## src/rtl/uart_rx_pkg.sv

```systemverilog
// Shared definitions for the UART receiver: state encoding and default bit timing.
`timescale 1ns/1ps
package uart_rx_pkg;

    localparam int unsigned CLKS_PER_BIT_DEFAULT = 434;

    typedef enum logic [2:0] {
        IDLE  = 3'd0,
        START = 3'd1,
        DATA  = 3'd2,
        STOP  = 3'd3,
        BREAK = 3'd4
    } state_t;

endpackage

```

## src/rtl/sync2.sv

```systemverilog
// Two-flop synchronizer for a single asynchronous input bit.
`timescale 1ns/1ps
module sync2 #(
    parameter logic RESET_VAL = 1'b1
) (
    input  logic clock,
    input  logic reset,
    input  logic d,
    output logic q
);

    logic meta;

    always_ff @(posedge clock or negedge reset) begin
        if (!reset) begin
            meta <= RESET_VAL;
            q    <= RESET_VAL;
        end else begin
            meta <= d;
            q    <= meta;
        end
    end

endmodule

```

## src/rtl/uart_rx.sv

```systemverilog
// 8N1 UART receiver: mid-bit sampling with a 16-bit down counter, level-style
// rx_done and a BREAK state so a stuck-low line reports a single framing error.
`timescale 1ns/1ps
module uart_rx
    import uart_rx_pkg::*;
#(
    parameter int unsigned CLKS_PER_BIT = CLKS_PER_BIT_DEFAULT
) (
    input  logic       reset,
    input  logic       clock,
    input  logic       rx,
    output logic [7:0] rx_data,
    output logic       rx_done,
    output logic       frame_err,
    output logic       rx_busy
);

    localparam logic [15:0] HALF_BIT = 16'(CLKS_PER_BIT / 2 - 1);
    localparam logic [15:0] FULL_BIT = 16'(CLKS_PER_BIT - 1);

    logic        rx_s;
    state_t      state;
    logic [15:0] cnt;
    logic [2:0]  bit_idx;
    logic [7:0]  shreg;
    logic [1:0]  settle;
    logic        armed;

    sync2 #(.RESET_VAL(1'b1)) u_sync (
        .clock (clock),
        .reset (reset),
        .d     (rx),
        .q     (rx_s)
    );

    // The synchronizer resets high, so rx_s only reflects the real line once
    // settle is full; a start is accepted only after a genuine high was seen.
    always_ff @(posedge clock or negedge reset) begin
        if (!reset) begin
            settle <= '0;
            armed  <= 1'b0;
        end else begin
            settle <= {settle[0], 1'b1};
            armed  <= armed | (settle[1] & rx_s);
        end
    end

    always_ff @(posedge clock or negedge reset) begin
        if (!reset) begin
            state     <= IDLE;
            cnt       <= '0;
            bit_idx   <= '0;
            shreg     <= '0;
            rx_data   <= '0;
            rx_done   <= 1'b0;
            frame_err <= 1'b0;
            rx_busy   <= 1'b0;
        end else begin
            frame_err <= 1'b0;
            case (state)
                IDLE: begin
                    if (!rx_s && armed) begin
                        cnt     <= HALF_BIT;
                        state   <= START;
                        rx_busy <= 1'b1;
                    end
                end
                START: begin
                    if (cnt != '0) begin
                        cnt <= cnt - 16'd1;
                    end else if (rx_s) begin
                        state   <= IDLE;
                        rx_busy <= 1'b0;
                    end else begin
                        rx_done <= 1'b0;
                        cnt     <= FULL_BIT;
                        bit_idx <= '0;
                        state   <= DATA;
                    end
                end
                DATA: begin
                    if (cnt != '0) begin
                        cnt <= cnt - 16'd1;
                    end else begin
                        shreg[bit_idx] <= rx_s;
                        cnt            <= FULL_BIT;
                        bit_idx        <= bit_idx + 3'd1;
                        if (bit_idx == 3'd7) begin
                            state <= STOP;
                        end
                    end
                end
                STOP: begin
                    if (cnt != '0) begin
                        cnt <= cnt - 16'd1;
                    end else if (rx_s) begin
                        rx_data <= shreg;
                        rx_done <= 1'b1;
                        state   <= IDLE;
                        rx_busy <= 1'b0;
                    end else begin
                        frame_err <= 1'b1;
                        state     <= BREAK;
                    end
                end
                BREAK: begin
                    if (rx_s) begin
                        state   <= IDLE;
                        rx_busy <= 1'b0;
                    end
                end
                default: begin
                    state   <= IDLE;
                    rx_busy <= 1'b0;
                end
            endcase
        end
    end

endmodule

```

## config.mk

```make
export PLATFORM = sky130hd
export DESIGN_NAME = uart_rx
export DESIGN_NICKNAME = d
export VERILOG_FILES = /design/src/rtl/uart_rx_pkg.sv /design/src/rtl/sync2.sv /design/src/rtl/uart_rx.sv
export SDC_FILE = /design/constraint.sdc
export NUM_CORES = 1
export LEC_CHECK = 0
export BUFFER_PORTS_ARGS = -buffer_cell sky130_fd_sc_hd__buf_2
export CAP_MARGIN = 20
export CELL_PAD_IN_SITES_DETAIL_PLACEMENT = 1
export CELL_PAD_IN_SITES_GLOBAL_PLACEMENT = 2
export CORE_MARGIN = 2
export CORE_UTILIZATION = 40
export CTS_CLUSTER_DIAMETER = 150
export DETAILED_ROUTE_END_ITERATION = 10
export PLACE_DENSITY_LB_ADDON = 0.1
export SLEW_MARGIN = 10
export SYNTH_ARGS = -nofsm -noshare
export SYNTH_HDL_FRONTEND = slang
export SYNTH_SLANG_ARGS = --single-unit
```

## constraint.sdc

```tcl
create_clock -name clock -period 2.4 [get_ports clock]
set_clock_uncertainty 0.05 [all_clocks]
set_input_delay 0.48 -clock clock [delete_from_list [all_inputs] [get_ports clock]]
set_output_delay 0.48 -clock clock [all_outputs]
set_load 0.03 [all_outputs]
```

## After elaboration in Yosys (flattened, before gate mapping)

Cells that the tools add are included.

- Input port bits: 3
- Logic and storage cells: 86
- Bits in registers: 46
- Output and inout port bits: 11

- Reduce and logical (&&, ||, !) cells: 16
- Order comparisons: 2
- $add $sub $neg: 2
- Equality and inequality tests: 16
- Bitwise logic cells: 4
- Muxes and demuxes: 34

Operator list:

| kind | number |
|---|---|
| 16-bit two-way mux | 5 |
| 16-bit case mux with 4 select lines | 1 |
| 3-bit two-way mux | 10 |
| 2-bit != test, second input constant | 8 |
| 16-bit nonzero test | 1 |
| 16-bit by 1-bit subtractor with 16-bit output, second input constant | 1 |
| 3-bit case mux with 5 select lines | 1 |
| 1-bit two-way mux | 11 |
| 8-bit bitwise mux | 1 |
| 4-bit AND reduction | 2 |
| 3-bit by 2-bit equality test with 1-bit output, second input constant | 2 |
| 3-bit equality test, second input constant | 2 |
| 3-bit case mux with 2 select lines | 1 |
| 3-bit AND reduction | 2 |
| 6-bit AND reduction | 1 |
| 5-bit AND reduction | 1 |
| 3-bit by 4-bit less-than comparator with 1-bit output, second input constant | 1 |
| 2-bit by 1-bit != test with 1-bit output, second input constant | 2 |
| 1-bit case mux with 4 select lines | 1 |
| 2-bit nonzero test | 2 |
| 4-bit nonzero test | 1 |
| 3-bit by 1-bit adder with 3-bit output, second input constant | 1 |
| 1-bit demux with 3-bit select | 1 |
| 3-bit by 1-bit equality test with 1-bit output, second input constant | 1 |
| 12 further kinds | 14 |

## Depth between registers and ports, before layout

- Depth in word-level cells: 5
- Depth in mapped cells: 8
- Mapped depth without buffers: 7

## Modules after synthesis

Synthesis repeated with hierarchy kept, for this count alone.

- Cell total of the unflattened synthesis: 218
- Area total of the unflattened synthesis: 2279.7 µm²

Modules (own cells, without submodules):

| module | area each (µm²) | instances | seq. area each (µm²) | cells each |
|---|---|---|---|---|
| uart_rx | 2227.1 | 1 | 1101.1 | 216 |
| sync2 | 52.6 | 1 | 52.6 | 2 |

## Least setup slack after synthesis

No wires, ideal clock.

- Path type: reg-to-reg
- Start point: register cnt[0]
- End point: register rx_data[0]
- Data arrival time: 1.905 ns
- Setup slack: 0.320 ns
- Path buffers: 1
- Library setup time: 0.125 ns
- Required time: 2.225 ns
- Stages on the path, launching flop included: 9
- Period minus slack after synthesis: 2.080 ns
- Cells stage by stage: dfrtp_1 -> inv_1 -> ha_1 -> nor3b_2 -> nand4_4 -> nor2_2 -> and3_1 -> buf_4 -> mux2_2

- Longest elaborated chain between the ends: 3

Ends and longest elaborated chain:

| element | line | text |
|---|---|---|
| start: declaration | uart_rx.sv:23 | `logic [15:0] cnt;` |
| start signal: assignment | uart_rx.sv:70 | `cnt <= cnt - 16'd1;` |
| start signal: assignment | uart_rx.sv:83 | `cnt <= cnt - 16'd1;` |
| start signal: assignment | uart_rx.sv:95 | `cnt <= cnt - 16'd1;` |
| 16-bit nonzero test | uart_rx.sv:94 | `if (cnt != '0) begin` |
| 1-bit NOT (no source line) | n/a |  |
| 3-bit AND reduction (no source line) | n/a |  |
| end signal: assignment | uart_rx.sv:97 | `rx_data <= shreg;` |
| end: declaration | uart_rx.sv:12 | `output logic [7:0] rx_data,` |

Every way passes these cells.
A chain may end at the register's enable or synchronous reset.

## Worst setup path in the final report

- Start point: register cnt[0]
- End point: register cnt[4]

- Longest elaborated chain between the ends: 3
- Elaborated cells between the ends (all ways): 9
- Classes of those cells: add/sub: 1; eq/ne: 2; mux: 4; reduce/logical: 2

Ends and longest elaborated chain:

| element | line |
|---|---|
| 16-bit by 1-bit subtractor with 16-bit output / 16-bit nonzero test (equally long branches) | n/a |
| 16-bit two-way mux (tied with other cells) | uart_rx.sv:94 |
| 16-bit case mux with 4 select lines / 4-bit AND reduction (equally long branches) | n/a |

Parallel ways exist; a longest one is shown, timed or not. The select of a mux whose other input is x is not followed.

==> results.py <==
metrics = {
    "placed_design": {
        "dpl.cell_count": 306,
        "dp_hpwl_mm": 3.958,
        "gp_congestion": 0.8437,
        "io_buffers": 13,
    },
    "setup_path": {
        "cp.arrival_ns": 2.47,
        "path_buf_inv": 1,
        "cp_num_cells": 7,
        "setup.worst_path.start_class": "register",
        "end_kind": "register",
        "r2r_cells": 7,
        "worstReg2RegStart": "cnt[0]",
        "worstPathCellList": "inv_1, ha_1, nor3b_4, nand4_4, or4_1, nand2_4, or3_1",
        "critPathMaxStageDelay_ns": 0.68,
        "crit_start": "cnt[0]",
        "critPathSlowestCell": "or4_1",
        "worstSetupEndpoint": "cnt[4]",
        "regToRegSetupSlack_ns": 0.13,
        "r2r-end": "cnt[4]",
        "critical_path.top_delay_family": "simple AND/OR/NAND/NOR gates",
        "worstSetupPathType": "reg -> reg",
        "cp_max_fo": 10,
        "cp_data_required_time_ns": 2.60,
    },
    "power_and_ir_drop": {
        "vdd_drop_max_v": 0.0002941,
        "p_seq_frac": 0.455,
        "power.net_switching_uw": 895.5,
        "power.density_nw_per_um2": 888.2,
        "power_uw": 2385,
        "pwr-share-clk": 0.257,
        "combPwrFrac": 0.288,
        "p_int_uw": 1489,
        "p_sw_frac": 0.3755,
        "leakagePower_uw": 0.001236,
    },
    "synth": {
        "ys_types": 55,
        "ys_async_sr_fraction": 1.000,
        "syn_avg_cell_area_um2": 10.92,
        "synth_top_family_by_area": "simple AND/OR/NAND/NOR gates",
        "synth_warnings": 0,
        "synth_simple_gate_area_frac": 0.2051,
        "synth.net_count": 226,
        "synth_edf_count": 0,
        "synth_xor_xnor_area_share": 0.03663,
        "ys_seq_area_frac": 0.4825,
        "synth_compound_area_frac": 0.1277,
        "synth_mux_area_frac": 0.08530,
        "ys.flop_type": "dfrtp_1",
        "synth-seq-cells": 46,
        "netlist_area_um2": 2391,
        "synth-adder-area-share": 0.02093,
        "synthCells": 219,
    },
    "clocking": {
        "clkTransAtPathRegs_ns": 0.11,
        "htree_num_levels": 2,
        "clockRootBuffer": "clkbuf_8",
        "cts_num_sinks": 46,
        "cts_buffer_depth": 2,
        "cts_tree": "done",
        "cts_buffers": 5,
        "post-cts-setup-buffer-count": 0,
        "clock_latency_ns": 0.31,
    },
    "drt": {
        "drcViolationCount": 0,
        "highest-signal-layer": "met4",
        "num_vias": 1729,
        "final_antenna_net_count": 0,
        "dr_wl_met3_um": 139,
        "drt_first_pass_iters": 4,
        "drt_iter0_drc": 71,
        "wire_per_inst_um": 17.92,
        "finalWirelength_mm": 5.628,
        "via_per_inst": 5.506,
        "wl_met1_mm": 2.871,
        "wl_met2_mm": 2.575,
    },
    "cells_and_area": {
        "fin_util": 0.4589,
        "layout.cells.non_filler": 314,
        "areaGrowthSynthToFinish_pct": 12.30,
        "num-fill-cells": 677,
        "drive_gt1_frac": 0.2552,
        "final_nets": 245,
        "diodes": 0,
    },
    "floorplan": {
        "die_h_um": 81.32,
        "std_cell_rows": 28,
        "coreArea_um2": 5851,
        "ios": 14,
        "die_w_um": 81.32,
        "start_util": 0.4087,
        "fp.dieArea_um2": 6612,
    },
    "global_route": {
        "grt_pass1_wl_mm": 9.335,
        "grt_max_degree": 32,
        "grt_pass1_vias": 1791,
        "track_usage": 0.1868,
        "grt-ovfl-total": 0,
        "antenna_found_initial": 0,
    },
    "sta": {
        "fmax_mhz": 440.8,
        "tightest_slew_ns": 0.5694,
        "slew_headroom": 0.6164,
        "setup_tns_ns": 0,
        "finalCritPeriodShare": 0.9452,
        "finalSetupViolations": 0,
        "hold_viol": 0,
        "fin_crit_ns": 2.269,
        "final_max_slew_viol_count": 0,
    },
    "run": {
        "cap_viol_max_count": 0,
    },
    "status": {
        "status": "finished, final reports clean",
    },
    "min_path": {
        "hold_path.class": "in -> async",
    },
}
[routing by layer]
layer | vias up | track usage
met5 | - | 0
met4 | 0 | 0.04407
met3 | 6 | 0.04111
met2 | 19 | 0.2811
met1 | 878 | 0.2735
li1 | 826 | -
[cell families after synthesis]
family,Yosys count
multiplexers,18
other,1
XOR/XNOR,10
flip-flops,46
AND/OR/NAND/NOR,79
AO/OA/AOI/OAI,41
adder cells (fa/ha/maj),4
buffers and inverters,20
[synthesized netlist by cell type (2+ instances only)]
cell type	number	area share
nand2b_1	5	0.013
dfrtp_1	44	0.46
o2111ai_1	5	0.018
a21o_1	2	0.0063
and3_1	2	0.0052
o21ai_0	8	0.017
and2_1	2	0.0052
xnor2_1	2	0.0073
mux2_1	3	0.014
nor2_2	2	0.0052
nand2_1	15	0.024
buf_4	2	0.0063
dfstp_2	2	0.022
nor3_1	4	0.0084
or3_1	4	0.010
clkbuf_1	4	0.0063
xor2_1	8	0.029
o211ai_1	5	0.016
o31a_1	4	0.015
mux2i_1	2	0.0084
nor2b_1	2	0.0052
nor3_4	2	0.014
mux2_2	12	0.057
nor2_1	19	0.030
ha_1	4	0.021
nand4_1	3	0.0079
inv_1	8	0.013
o21ai_1	4	0.0084
nand3_1	3	0.0063
nor4_1	3	0.0079
buf_2	5	0.010
a21oi_1	6	0.013
[sequential cells by signal (all words and copies together), names as in the netlist]
register / count
rx_busy: 1
frame_err: 1
settle: 2
cnt: 16
rx_done: 1
rx_data: 8
shreg: 8
u_sync.q: 1
state: 3
u_sync.meta: 1
bit_idx: 3
armed: 1
[repair_timing]
action / CTS / global route
resized for setup: 0 / 1
hold buffers: 0 / 0
endpoints found under the hold margin: 0 / 0
setup endpoints to repair: 0 / 10
[area by class of cell]
class	instances	area [um^2]	area share
Sequential cell	46	1154	0.4296
Multi-Input combinational cell	153	1147	0.4273
Timing Repair Buffer	24	147.6	0.05499
Tap cell	75	93.84	0.03495
Clock buffer	5	68.82	0.02563
Clock inverter	3	43.79	0.01631
Inverter	8	30.03	0.01118
[metrics by stage]
step                      hold WS (ns)  setup slack (ns)  instance area [um^2]
final                          0.01402            0.1315                  2685
after CTS                      0.02582            0.1042                  2679
after detailed placement        0.2895            0.1512                  2566
after global routing           0.03322          -0.01900                  2685
after floorplan                 0.1344            0.3202                  2391
after global placement          0.2857            0.2296                  2566
[worst register-to-register path: cells and delay by family, from the launching register on]
family / cells / cell delay, ns
and+or+nand+nor: 5 / 1.45
DFF: 1 / 0.41
adders and majority gates: 1 / 0.17
buffers and inverters: 1 / 0.11
[layout by cell type (no fill, tap or decap), drive strengths merged, types with 3 or more instances in the layout]
cell type	Yosys	routed
dfrtp	44	44
buf	8	24
nor2	21	21
nand2	16	16
mux2	16	16
o21ai	12	12
inv	8	9
xor2	8	8
nor3	7	7
a21oi	6	6
nand2b	5	5
o2111ai	5	5
o211ai	5	5
clkbuf	4	5
or3	5	5
o31a	4	4
ha	4	4
nand3	4	4
nand4	4	4
nor4	3	3
[how the worst min path moves through the flow]
stage	startpoint	to	cells after the start
final	reset	cnt[5]	1
after global routing	reset	cnt[6]	1
after CTS	reset	cnt[6]	1
after detailed placement	settle[0]	settle[1]	0
after global placement	settle[0]	settle[1]	0
after floorplan	reset	armed	0
[power by group through the flow]
stage | Combinational, uW | Clock, uW | Sequential, uW
after floorplan | 518 | 0 | 1060
after global placement | 657 | 0 | 1070
after detailed placement | 664 | 0 | 1090
after CTS | 678 | 624 | 1080
after global routing | 763 | 659 | 1100
final | 687 | 613 | 1080
No activity file was read; power rests on OpenSTA's default activity.
